<file path="config.mk">
export PLATFORM = sky130hd
export DESIGN_NAME = truth_table_sweeper
export DESIGN_NICKNAME = d
export VERILOG_FILES = /design/src/rtl/truth_table_pkg.sv /design/src/rtl/tt_lut.sv /design/src/rtl/truth_table_sweeper.sv
export SDC_FILE = /design/constraint.sdc
export NUM_CORES = 1
export LEC_CHECK = 0
export CAP_MARGIN = 20
export CORE_UTILIZATION = 50
export DETAILED_ROUTE_END_ITERATION = 8
export PLACE_DENSITY = 0.78
export REMOVE_ABC_BUFFERS = 1
export SLEW_MARGIN = 20
export SYNTH_ARGS = -nofsm -noshare
export SYNTH_HDL_FRONTEND = slang
export SYNTH_SLANG_ARGS = --single-unit
</file>
<file path="constraint.sdc">
create_clock -name clk -period 2.59 [get_ports clk]
set_input_delay 0.6475 -clock clk [delete_from_list [all_inputs] [get_ports clk]]
set_output_delay 0.6475 -clock clk [all_outputs]
set_load 0.01 [all_outputs]
</file>
<file path="src/rtl/truth_table_pkg.sv">
// Shared definitions for the truth-table sweeper: FSM encoding and the
// supported range of logic-input counts.
package truth_table_pkg;

   // Smallest and largest number of logic inputs the sweeper is built for.
   localparam int N_IN_MIN = 2;
   localparam int N_IN_MAX = 6;

   // Sweeper control states. The encoding is visible on the debug port.
   typedef enum logic [1:0] {
      ST_IDLE  = 2'd0,
      ST_SWEEP = 2'd1,
      ST_DONE  = 2'd2
   } state_t;

endpackage

</file>
<file path="src/rtl/tt_lut.sv">
// Truth-table storage: 2**N_IN x 1 bit, one synchronous write port and two
// combinational read ports (one for the sweep, one for direct evaluation).
module tt_lut #(
   parameter int                 N_IN = 3,
   parameter logic [2**N_IN-1:0] INIT = '0
) (
   input  logic            clk,
   input  logic            rst,
   input  logic            we,
   input  logic [N_IN-1:0] waddr,
   input  logic            wdata,
   input  logic [N_IN-1:0] sweep_addr,
   output logic            sweep_data,
   input  logic [N_IN-1:0] direct_addr,
   output logic            direct_data
);

   localparam int DEPTH = 2**N_IN;

   logic [DEPTH-1:0] mem;

   // Table contents: reset reloads the initial image, otherwise one bit per write.
   always_ff @(posedge clk) begin
      if (rst) begin
         mem <= INIT;
      end else if (we) begin
         mem[waddr] <= wdata;
      end
   end

   // Reads see the table as it stands before any write on this edge.
   assign sweep_data  = mem[sweep_addr];
   assign direct_data = mem[direct_addr];

endmodule

</file>
<file path="src/rtl/truth_table_sweeper.sv">
// Truth-table sweeper: a small LUT loaded serially, evaluated directly through
// in_vec, and swept row by row over a valid/ready output stream while
// counting the rows whose value is 1.
//
// Output handshake: a row transfers on a rising clock edge where out_valid and
// out_ready are both high. out_valid never drops and out_row/out_x never change
// while a row waits for out_ready; only a transfer or reset moves the stream on.
module truth_table_sweeper
   import truth_table_pkg::*;
#(
   parameter int                 N_IN     = 3,
   parameter logic [2**N_IN-1:0] LUT_INIT = '0
) (
   input  logic            clk,
   input  logic            rst,
   input  logic            load_en,
   input  logic            load_bit,
   input  logic            start,
   input  logic [N_IN-1:0] in_vec,
   output logic            x_direct,
   output logic            out_valid,
   input  logic            out_ready,
   output logic [N_IN-1:0] out_row,
   output logic            out_x,
   output logic            busy,
   output logic            done,
   output logic [N_IN:0]   ones_count,
   output logic [1:0]      state_dbg
);

   localparam logic [N_IN-1:0] LAST_ROW = '1;

   state_t          state;
   state_t          state_nxt;
   logic [N_IN-1:0] ld_ptr;
   logic [N_IN-1:0] row_cnt;
   logic            lut_we;
   logic            sweep_x;
   logic            direct_x;
   logic            start_accept;
   logic            row_accept;
   logic            last_row;

   // Table storage; the write port is only opened while idle.
   tt_lut #(
      .N_IN (N_IN),
      .INIT (LUT_INIT)
   ) u_lut (
      .clk         (clk),
      .rst         (rst),
      .we          (lut_we),
      .waddr       (ld_ptr),
      .wdata       (load_bit),
      .sweep_addr  (row_cnt),
      .sweep_data  (sweep_x),
      .direct_addr (in_vec),
      .direct_data (direct_x)
   );

   // A load on the same cycle as start wins; start is dropped.
   assign start_accept = (state == ST_IDLE) && start && !load_en;
   assign row_accept   = out_valid && out_ready;
   assign last_row     = (row_cnt == LAST_ROW);

   // State register.
   always_ff @(posedge clk) begin
      if (rst) begin
         state <= ST_IDLE;
      end else begin
         state <= state_nxt;
      end
   end

   // Next-state logic.
   always_comb begin
      state_nxt = state;
      case (state)
         ST_IDLE: begin
            if (start_accept) begin
               state_nxt = ST_SWEEP;
            end
         end
         ST_SWEEP: begin
            if (row_accept && last_row) begin
               state_nxt = ST_DONE;
            end
         end
         ST_DONE: begin
            state_nxt = ST_IDLE;
         end
         default: begin
            state_nxt = ST_IDLE;
         end
      endcase
   end

   // State-decoded outputs; row data is forced to zero outside SWEEP.
   always_comb begin
      out_valid = 1'b0;
      busy      = 1'b0;
      done      = 1'b0;
      out_row   = '0;
      out_x     = 1'b0;
      lut_we    = 1'b0;
      case (state)
         ST_IDLE: begin
            lut_we = load_en;
         end
         ST_SWEEP: begin
            out_valid = 1'b1;
            busy      = 1'b1;
            out_row   = row_cnt;
            out_x     = sweep_x;
         end
         ST_DONE: begin
            busy = 1'b1;
            done = 1'b1;
         end
         default: begin
            lut_we = 1'b0;
         end
      endcase
   end

   assign state_dbg = state;

   // Serial load pointer: advances only on an accepted write, wraps naturally.
   always_ff @(posedge clk) begin
      if (rst) begin
         ld_ptr <= '0;
      end else if (lut_we) begin
         ld_ptr <= ld_ptr + 1'b1;
      end
   end

   // Row counter: rewinds on start, steps on each transferred row but the last.
   always_ff @(posedge clk) begin
      if (rst) begin
         row_cnt <= '0;
      end else if (start_accept) begin
         row_cnt <= '0;
      end else if (row_accept && !last_row) begin
         row_cnt <= row_cnt + 1'b1;
      end
   end

   // Ones counter: cleared on start, held from DONE until the next start.
   always_ff @(posedge clk) begin
      if (rst) begin
         ones_count <= '0;
      end else if (start_accept) begin
         ones_count <= '0;
      end else if (row_accept) begin
         ones_count <= ones_count + {{N_IN{1'b0}}, sweep_x};
      end
   end

   // Direct evaluation register, one cycle behind in_vec, read-before-write.
   always_ff @(posedge clk) begin
      if (rst) begin
         x_direct <= 1'b0;
      end else begin
         x_direct <= direct_x;
      end
   end

endmodule
</file>
==> results by group, run 1 <==
Global route
  – Largest net degree at the start of global routing: 15
  – Initial antenna violation count: 0
  – GR Overflow Total: 0
  – Global Route Usage Sum: 0.209
  – Global-route wire length before repair: between 4 and 5 mm
  – Number of global-route vias before repair: just over 900

Power and ir drop
  – Pwr per Cell Area: around 610 nW/µm²
  – Worst vdd ir: ~0.47 mV
  – Power, Total: 884 µW
  – Lkg Pwr: 0.000553 µW

Finish
  – Layout Nets: approximately 180
  – Commonest non-fill, non-tap cell in the layout: clkdlybuf4s50_1
  – ANT cells: 0
  – Most frequent cells in the layout: 21 x clkdlybuf4s50_1, 20 x dfxtp_1, 16 x nand2_1
  – Fill cells: 160
  – P&R area growth vs syn: 26.3%
  – Share of cells above drive strength 1: 0.103
  – Final Non-Filler Cells: ~180

Setup path
  – CP startpoint kind: flop
  – Worst-path fanout max: 8
  – Worst Path Arrival: 1.82 ns
  – CP Capture Type: output port
  – Crit Path Class: flop to output port
  – Req. time, crit path: between 1.5 and 2 ns

Logic synthesis
  – Post-synthesis sequential area ratio: 0.366
  – FF+latch count, synth: 21
  – Mean post-synth cell area: 8.70 µm²
  – Yosys cell types: 30
  – Synth Warn #: 0
  – Mapped cell area: approximately 1100 µm²
  – Mapped Cells: about 130

Placement
  – Post-Place Cells: 179
  – Post-DP HPWL: roughly 1.8 mm
  – Final GP Congestion: 0.829
  – Worst slack, placed: 0.0699 ns
  – PortBufs: 22

Detailed routing
  – DR pass1 iterations: 4
  – Vias/cell: 5.43
  – Via count: 994
  – WL per Instance: ~13 µm
  – Routed Antenna Nets: 0
  – Drt drc: 0
  – WL final: 2.29 mm
  – DR iter-0 viols: 18

Timing
  – RSZ-0062 raised after global routing: false
  – Setup Skew: 0.00509 ns
  – Slew at the pin closest to its max-slew limit: around 0.58 ns
  – Final critical-path share of the clock period: 0.954
  – Setup TNS: 0 ns
  – Fin worst setup slack: around 0.12 ns
  – Fmax: 0.405 GHz
  – Final Hold Vio Count: 0
  – Final setup viols: 0
  – Min Clock Period, post-route: around 2.5 ns
  – Worst hold slack: 0.489 ns
  – Max Slew Vio Count: 0
  – Slew headroom: 0.612

Run
  – Max-cap violations: 0

Die
  – Initial Util: 0.557
  – Die Ht: 49.9 µm
  – Core area: 2060 µm²
  – Die width: between 40 and 50 µm
  – Std cell rows: 16
  – # IOs: 23
  – Die area: 2490 µm²

Clocking
  – Hold-fix buffers, CTS: 0
  – Root buffer cell: clkbuf_4
  – CTS tree: yes
  – Postcts setup bufs: 0
  – Clk_lat worst skew: 0.30 ns
  – CTS Buf Count: 3
  – H-tree levels: 1
  – Clock Path Buffers: 2
  – Clock Sinks: 21
  – Clock Pin Slew Worst Setup and Hold Paths: 0.12 ns

Status
  – Status: complete, no violations

Min path
  – HP Class: flop to flop
-- state kept, by name, indices dropped and copies added (netlist names) --
| signal | cells |
|---|---|
| u_lut.mem | 8 |
| ones_count | 4 |
| ld_ptr | 3 |
| row_cnt | 3 |
| state_dbg | 2 |
| x_direct | 1 |
-- repair_timing --
action / in CTS / in global routing
gates resized for setup: 8 / 1
endpoints found under the hold margin: 0 / 0
pin swaps: 1 / 0
endpoints found under the setup margin: 1 / 2
-- metrics by stage --
step / util / area (µm²)
2_1_floorplan: - / 1130
3_3_place_gp: 0.675 / 1390
3_5_place_dp: 0.675 / 1390
4_1_cts: 0.702 / 1450
5_1_grt: 0.703 / 1450
6_report: 0.703 / 1450
-- worst paths after layout --
path,slack [ns],end,cells past startpoint,start
worst max-delay path,0.12,out_x,5,row_cnt[0]
worst min register to register,0.49,ones_count[3],2,ones_count[3]
worst min-delay path,0.49,ones_count[3],2,ones_count[3]
worst max register to register,0.69,ones_count[2],8,row_cnt[0]
-- cell type report --
class	count	area (µm²)	area share
clock buffers	3	22.5	0.0155
multi-input cells	105	727	0.501
inverters	3	11.3	0.00777
well taps	27	33.8	0.0233
flip-flops and latches	21	424	0.292
repair buffers	23	226	0.156
clock inverters	1	5.00	0.00345
-- power breakdown --
part	leakage, µW	total [µW]	switching, µW	internal, µW
Clock	0.0000177	160	103	57.6
Combinational	0.000364	324	166	159
Sequential	0.000171	400	44.2	356
Total	0.000553	884	313	572
-- cell families (layout without fill, tap and decap cells) --
| family | Yosys count | in the layout | share of synthesized area |
|---|---|---|---|
| DFF | 21 | 21 | 0.366 |
| and+or+nand+nor | 56 | 56 | 0.245 |
| buffers and inverters | 6 | 30 | 0.0261 |
| AOI/OAI and AO/OA | 25 | 25 | 0.120 |
| muxes | 10 | 10 | 0.103 |
| adders and majority gates | 10 | 10 | 0.109 |
| xor gates and xnor gates | 4 | 4 | 0.0305 |
-- worst max-delay path, stage by stage (launching register included) --
cell	delay, ns
dfxtp_4	0.42
mux2_2	0.37
nor3b_4	0.22
nor4_4	0.08
and2_1	0.16
dlygate4sd2_1	0.27
-- per-layer routing --
layer  share of wire  track usage
met5               0            0
met3           0.040       0.0370
met4          0.0013       0.0286
met2            0.48        0.374
met1            0.47        0.263
-- cells in the mapped netlist, drive strengths merged --
| master | instances | area (µm²) |
|---|---|---|
| a22oi | 1 | 7.51 |
| buf | 1 | 11.3 |
| xnor2 | 1 | 8.76 |
| nor2 | 15 | 56.3 |
| clkbuf | 2 | 7.51 |
| nand3 | 7 | 35.0 |
| nand2 | 16 | 60.1 |
| nor2b | 2 | 12.5 |
| o21bai | 1 | 7.51 |
| mux4 | 1 | 22.5 |
| and2 | 4 | 26.3 |
| nand2b | 3 | 18.8 |
| or3 | 1 | 6.26 |
| and3 | 1 | 11.3 |
| a2111oi | 2 | 17.5 |
| nand3b | 1 | 7.51 |
| mux2i | 7 | 70.1 |
| xor2 | 3 | 26.3 |
| nor4 | 1 | 12.5 |
| inv | 3 | 11.3 |
| a21oi | 12 | 60.1 |
| ha | 10 | 125 |
| mux2 | 2 | 26.3 |
| o21ai | 9 | 45.0 |
| dfxtp | 21 | 420 |
| nor3 | 3 | 15.0 |
| nor3b | 2 | 20.0 |
(Power assumes the default switching activity.)
==> inputs of run 2 (changes only) <==
- ABC_AREA: default -> 1
- PLACE_DENSITY: 0.78 -> 0.77
==> run 2 against run 1 <==
Effect of this change: register-to-register slack improved by 0.31 ns; first-iteration DRC count is 28% higher; setup slack improved by 0.070 ns; final area grew 5.8%; non-clock buffer count did not move; flip-flop and latch count stayed put; clock power grew 5%; synthesized cell count grew 42%; utilization down 3.6 points; clock-buffer cell count stayed put; sequential power up 1%.
==> results by group, run 2 <==
Clocking
  – Clock Pin Slew Worst Setup and Hold Paths: roughly 0.13 ns
  – CTS tree: yes
  – Clk_lat worst skew: 0.32 ns
  – Root buffer cell: clkbuf_4
  – CTS Buf Count: 3
  – Hold-fix buffers, CTS: 0
  – H-tree levels: 1
  – Clock Path Buffers: 2
  – Clock Sinks: 21

Timing
  – Final critical-path share of the clock period: 0.927
  – Worst hold slack: around 0.47 ns
  – Fmax: 0.417 GHz
  – Max Slew Vio Count: 0
  – Slew headroom: 0.601
  – Final setup viols: 0
  – RSZ-0062 raised after global routing: false
  – Setup TNS: 0 ns
  – Min Clock Period, post-route: 2.40 ns
  – Slew at the pin closest to its max-slew limit: 0.594 ns
  – Final Hold Vio Count: 0
  – Setup Skew: 0.0109 ns

Logic synthesis
  – Mean post-synth cell area: 6.68 µm²
  – Synth Warn #: 0
  – Ranking of synthesized cells by area: dfxtp_1 33%, nand2_1 18%, ha_1 10%
  – Top cell type's share of synthesized area: 0.335
  – Post-synthesis async set-or-reset flop share: 0
  – Ys flop type: dfxtp_1
  – FF+latch count, synth: 21
  – Mapped Cells: 188
  – Post-synth EDFFs: 0
  – Largest area contributor in the netlist: dfxtp_1
  – Yosys cell types: 20
  – Count leader, synth: nand2_1
  – Most instantiated cells after synthesis: 59 x nand2_1, 29 x inv_1, 22 x nand3_1
  – Post-synthesis sequential area ratio: 0.335
  – Mapped cell area: 1260 µm²

Detailed routing
  – DR pass1 iterations: 5
  – Vias/cell: 5.02
  – Via count: ~1,200
  – WL per Instance: approximately 11 µm
  – Drt drc: 0
  – Routed Antenna Nets: 0
  – DR iter-0 viols: 23
  – WL final: 2.59 mm

Power and ir drop
  – Internal power: 625 µW
  – Lkg Pwr: ~0.0007 µW
  – Part of the power in combinational logic: 0.458
  – Register share of total power: 0.384
  – Worst vdd ir: 0.609 mV
  – Clock network power share: 0.159
  – Pwr per Cell Area: 688 nW/µm²
  – Net Switching: around 430 µW
  – Sw Ratio: 0.407

Die
  – Std cell rows: 17
  – Die area: 2720 µm²
  – # IOs: 23
  – Initial Util: 0.547
  – Die Ht: 52.1 µm
  – Die width: 52.1 µm
  – Core area: ~2300 µm²

Global route
  – GR Overflow Total: 0
  – Global-route wire length before repair: 4.47 mm
  – Initial antenna violation count: 0
  – Global Route Usage Sum: 0.222
  – Largest net degree at the start of global routing: 13
  – Number of global-route vias before repair: 1,093

Finish
  – Commonest non-fill, non-tap cell in the layout: nand2_1
  – Fill cells: 210
  – Top reg by flops: u_lut.mem
  – Layout Nets: 233
  – Biggest regs: u_lut.mem (8), ones_count (4)
  – ANT cells: 0
  – Share of cells above drive strength 1: 0.0798
  – Max reg flops: 8
  – Most frequent cells in the layout: 59 x nand2_1, 29 x inv_1, 22 x nand3_1, 22 x clkdlybuf4s50_1, 20 x dfxtp_1
  – P&R area growth vs syn: 22.1%

Placement
  – Final GP Congestion: 0.858
  – Post-DP HPWL: 2.08 mm
  – PortBufs: 22

Setup path
  – CP startpoint kind: flop
  – Worst Path Arrival: 1.75 ns
  – Req. time, crit path: 1.94 ns
  – Crit Path Class: flop to output port
  – CP Capture Type: output port
  – Worst-path fanout max: 7

Min path
  – HP Class: flop to flop

Run
  – Max-cap violations: 0

Status
  – Status: complete, no violations
run 2: changes by cell type in the layout (fill, tap and decap cells not counted), moves of 6 or more:
cell,delta
nand3_1,+15
o21ai_0,-6
nand2_1,+43
mux2i_1,-7
inv_1,+26
run 2: worst paths after layout:
path / start / to / slack (ns) / depth (start not counted)
max: state_dbg[1] / out_x / 0.19 / 5
min: u_lut.mem[5] / u_lut.mem[5] / 0.47 / 2
max reg2reg: row_cnt[0] / ones_count[2] / 1.00 / 12
min reg2reg: u_lut.mem[5] / u_lut.mem[5] / 0.47 / 2
run 2: cells by family after synthesis:
kind of cell / count (synthesis) / synth area share
AO/OA/AOI/OAI: 19 / 0.0757
AND/OR/NAND/NOR: 104 / 0.381
adder cells (fa/ha/maj): 10 / 0.0996
flip-flops: 21 / 0.335
buffers and inverters: 34 / 0.109
run 2: timing repair:
item / 4_1_cts / 5_1_grt
setup buffers: 0 / 0
resized for setup: 0 / 2
setup endpoints to repair: 0 / 1
run 2: final cells by class:
class,count,area [µm²],area share
Multi-Input combinational cell,133,702,0.458
Sequential cell,21,422,0.275
Timing Repair Buffer,23,228,0.148
Inverter,32,120,0.0783
Tap cell,28,35.0,0.0228
Clock buffer,3,22.5,0.0147
Clock inverter,1,5.00,0.00326
run 2: metal layers:
layer | track usage | routed length [µm]
met3 | 0.0614 | 172
met1 | 0.278 | 1220
met4 | 0.0631 | 25
met2 | 0.368 | 1170
met5 | 0 | 0
run 2: metrics by stage:
| step | cells | power (µW) | instance area, µm² | setup WS [ns] | util |
|---|---|---|---|---|---|
| floorplan | 186 | 721 | 1240 | 0.928 | - |
| global placement | 237 | 872 | 1500 | 0.505 | 0.654 |
| detailed placement | 237 | 891 | 1500 | 0.457 | 0.654 |
| CTS | 241 | 1060 | 1530 | 0.0877 | 0.666 |
| global route | 241 | 1140 | 1530 | 0.0544 | 0.668 |
| finish | 241 | 1060 | 1530 | 0.190 | 0.668 |
run 2: worst max-delay path, stage by stage, from the launching register on:
cell and delay [ns]:
dfxtp_1 0.36, inv_1 0.13, ha_2 0.26, inv_1 0.05, nor2_1 0.09, clkdlybuf4s50_1 0.54
run 2: power groups by stage:
stage,Sequential (µW),Clock [µW],Combinational (µW)
3_5_place_dp,411,0,481
3_3_place_gp,407,0,466
6_report,405,168,483
4_1_cts,403,169,484
5_1_grt,410,181,549
2_1_floorplan,410,0,311
==> inputs of run 3 (changes only) <==
- CAP_MARGIN: 20 -> 0
- RECOVER_POWER: default -> 100
==> run 3 against run 2 <==
Effect of this change: power down 5.4%; setup slack lost 0.043 ns; largest power group unchanged; flip-flop and latch count stayed put; clock power barely moved.
==> results by group, run 3 (synthesis results as in run 2) <==
Global route
  – Largest net degree at the start of global routing: 13
  – Number of global-route vias before repair: between 1,000 and 1,500
  – Global-route wire length before repair: 4.47 mm
  – GR Overflow Total: 0
  – Initial antenna violation count: 0
  – Global Route Usage Sum: 0.222

Die
  – Std cell rows: 17
  – Initial Util: 0.547
  – Die width: between 50 and 60 µm
  – Core area: 2300 µm²
  – Die Ht: 52.1 µm
  – Die area: 2720 µm²
  – # IOs: 23

Timing
  – Final Hold Vio Count: 0
  – Slew at the pin closest to its max-slew limit: 0.923 ns
  – Setup TNS: 0 ns
  – Final setup viols: 0
  – Fmax: 0.409 GHz
  – Setup Skew: 0.00492 ns
  – RSZ-0062 raised after global routing: false
  – Min Clock Period, post-route: 2.44 ns
  – Slew headroom: 0.378
  – Max Slew Vio Count: 0
  – Final critical-path share of the clock period: 0.943

Finish
  – Layout Nets: 233
  – Commonest non-fill, non-tap cell in the layout: nand2_1
  – Share of cells above drive strength 1: 0.0657
  – Max reg flops: 8
  – Biggest regs: u_lut.mem (8), ones_count (4)
  – ANT cells: 0
  – Final instance area: 1500 µm²
  – P&R area growth vs syn: 19.6%
  – Most frequent cells in the layout: 60 x nand2_1, 29 x inv_1, 22 x nand3_1
  – Top reg by flops: u_lut.mem

Setup path
  – Critical Path Most Common Cell: inv_1
  – CP bufs+invs: 3
  – Max incr delay on CP: 0.60 ns
  – Req. time, crit path: ~1.9 ns
  – CP top delay family: buffers and inverters
  – Worst Path Arrival: 1.80 ns
  – Worst-path fanout max: 7
  – CP Capture Type: output port
  – R2R Setup Slk: 0.87 ns
  – Crit Path Class: flop to output port
  – CP startpoint kind: flop
  – Cells along the critical path: inv_1, ha_2, nand2_1, inv_1, dlygate4sd3_1
  – Reg2reg end: ones_count[2]
  – R2r worst-path depth: 5
  – CP max-delay cell: dlygate4sd3_1
  – Critical R2R Launch: state_dbg[0]

Detailed routing
  – WL per Instance: roughly 11 µm
  – DR iter-0 viols: 22
  – DR pass1 iterations: 4
  – WL final: roughly 2.6 mm
  – Routed Antenna Nets: 0
  – Vias/cell: slightly above 5
  – Drt drc: 0
  – Via count: 1,212

Min path
  – Hold depth: 2
  – Hold Path Sink: u_lut.mem[5]
  – Hold Path Origin: u_lut.mem[5]
  – HP Class: flop to flop

Clocking
  – Clock Sinks: 21
  – Clock Path Buffers: 2
  – H-tree levels: 1
  – Hold-fix buffers, CTS: 0
  – Clk_lat worst skew: approximately 0.31 ns
  – CTS Buf Count: 3
  – Clock Pin Slew Worst Setup and Hold Paths: 0.12 ns
  – CTS tree: yes
  – Root buffer cell: clkbuf_4

Placement
  – Final GP Congestion: 0.858
  – Post-DP Area: 1500 µm²
  – PortBufs: 22
  – Post-DP HPWL: 2.08 mm

Power and ir drop
  – Power, Total: 998 µW
  – Lkg Pwr: 0.000704 µW
  – Pwr per Cell Area: around 660 nW/µm²
  – Worst vdd ir: 0.589 mV

Status
  – Status: complete, no violations

Run
  – Max-cap violations: 0
-- run 3: cell type report --
| class | instances | area [µm²] |
|---|---|---|
| clock buffer | 3 | 22.5 |
| timing repair buffer | 23 | 228 |
| inverter | 32 | 120 |
| fill | 217 | 795 |
| multi-input combinational | 133 | 671 |
| clock inverter | 1 | 5.00 |
| tap | 28 | 35.0 |
| sequential | 21 | 422 |
-- run 3: what timing repair did --
action,4_1_cts,5_1_grt
resized for setup,0,2
buffers inserted,0,0
endpoints found under the setup margin,0,1
-- run 3: worst min-delay path, delay by kind of cell (launching register included) --
family,cells,cell delay (ns)
AOI/OAI and AO/OA,1,0.05
DFF,1,0.33
and+or+nand+nor,1,0.06
-- run 3: per-stage QoR --
step	hold slack, ns	setup WS, ns	util	cells
2_1_floorplan	0.433	0.928	-	186
3_3_place_gp	0.448	0.505	0.654	237
3_5_place_dp	0.450	0.457	0.654	237
4_1_cts	0.469	0.0877	0.666	241
5_1_grt	0.488	0.0454	0.654	241
6_report	0.471	0.147	0.654	241
-- run 3: per-layer routing --
| layer | wire length, µm | global-route usage |
|---|---|---|
| met5 | 0 | 0 |
| met3 | 178 | 0.0614 |
| met1 | 1200 | 0.278 |
| met2 | 1190 | 0.368 |
| met4 | 25 | 0.0631 |
-- run 3: power by group --
part | total [µW] | internal, µW | switching, µW | leakage (µW)
logic | 432 | 179 | 253 | 0.000516
clock network | 165 | 57.8 | 107 | 0.0000177
registers | 401 | 361 | 40.5 | 0.000171
-- run 3: worst max path at each step --
stage	startpoint	to	slack, ns	cells after the start
6_report	state_dbg[1]	out_row[0]	0.15	5
5_1_grt	state_dbg[1]	out_row[1]	0.05	5
4_1_cts	row_cnt[0]	out_x	0.09	7
3_5_place_dp	row_cnt[0]	out_x	0.46	7
3_3_place_gp	state_dbg[1]	out_x	0.51	5
2_1_floorplan	state_dbg[1]	out_x	0.93	4
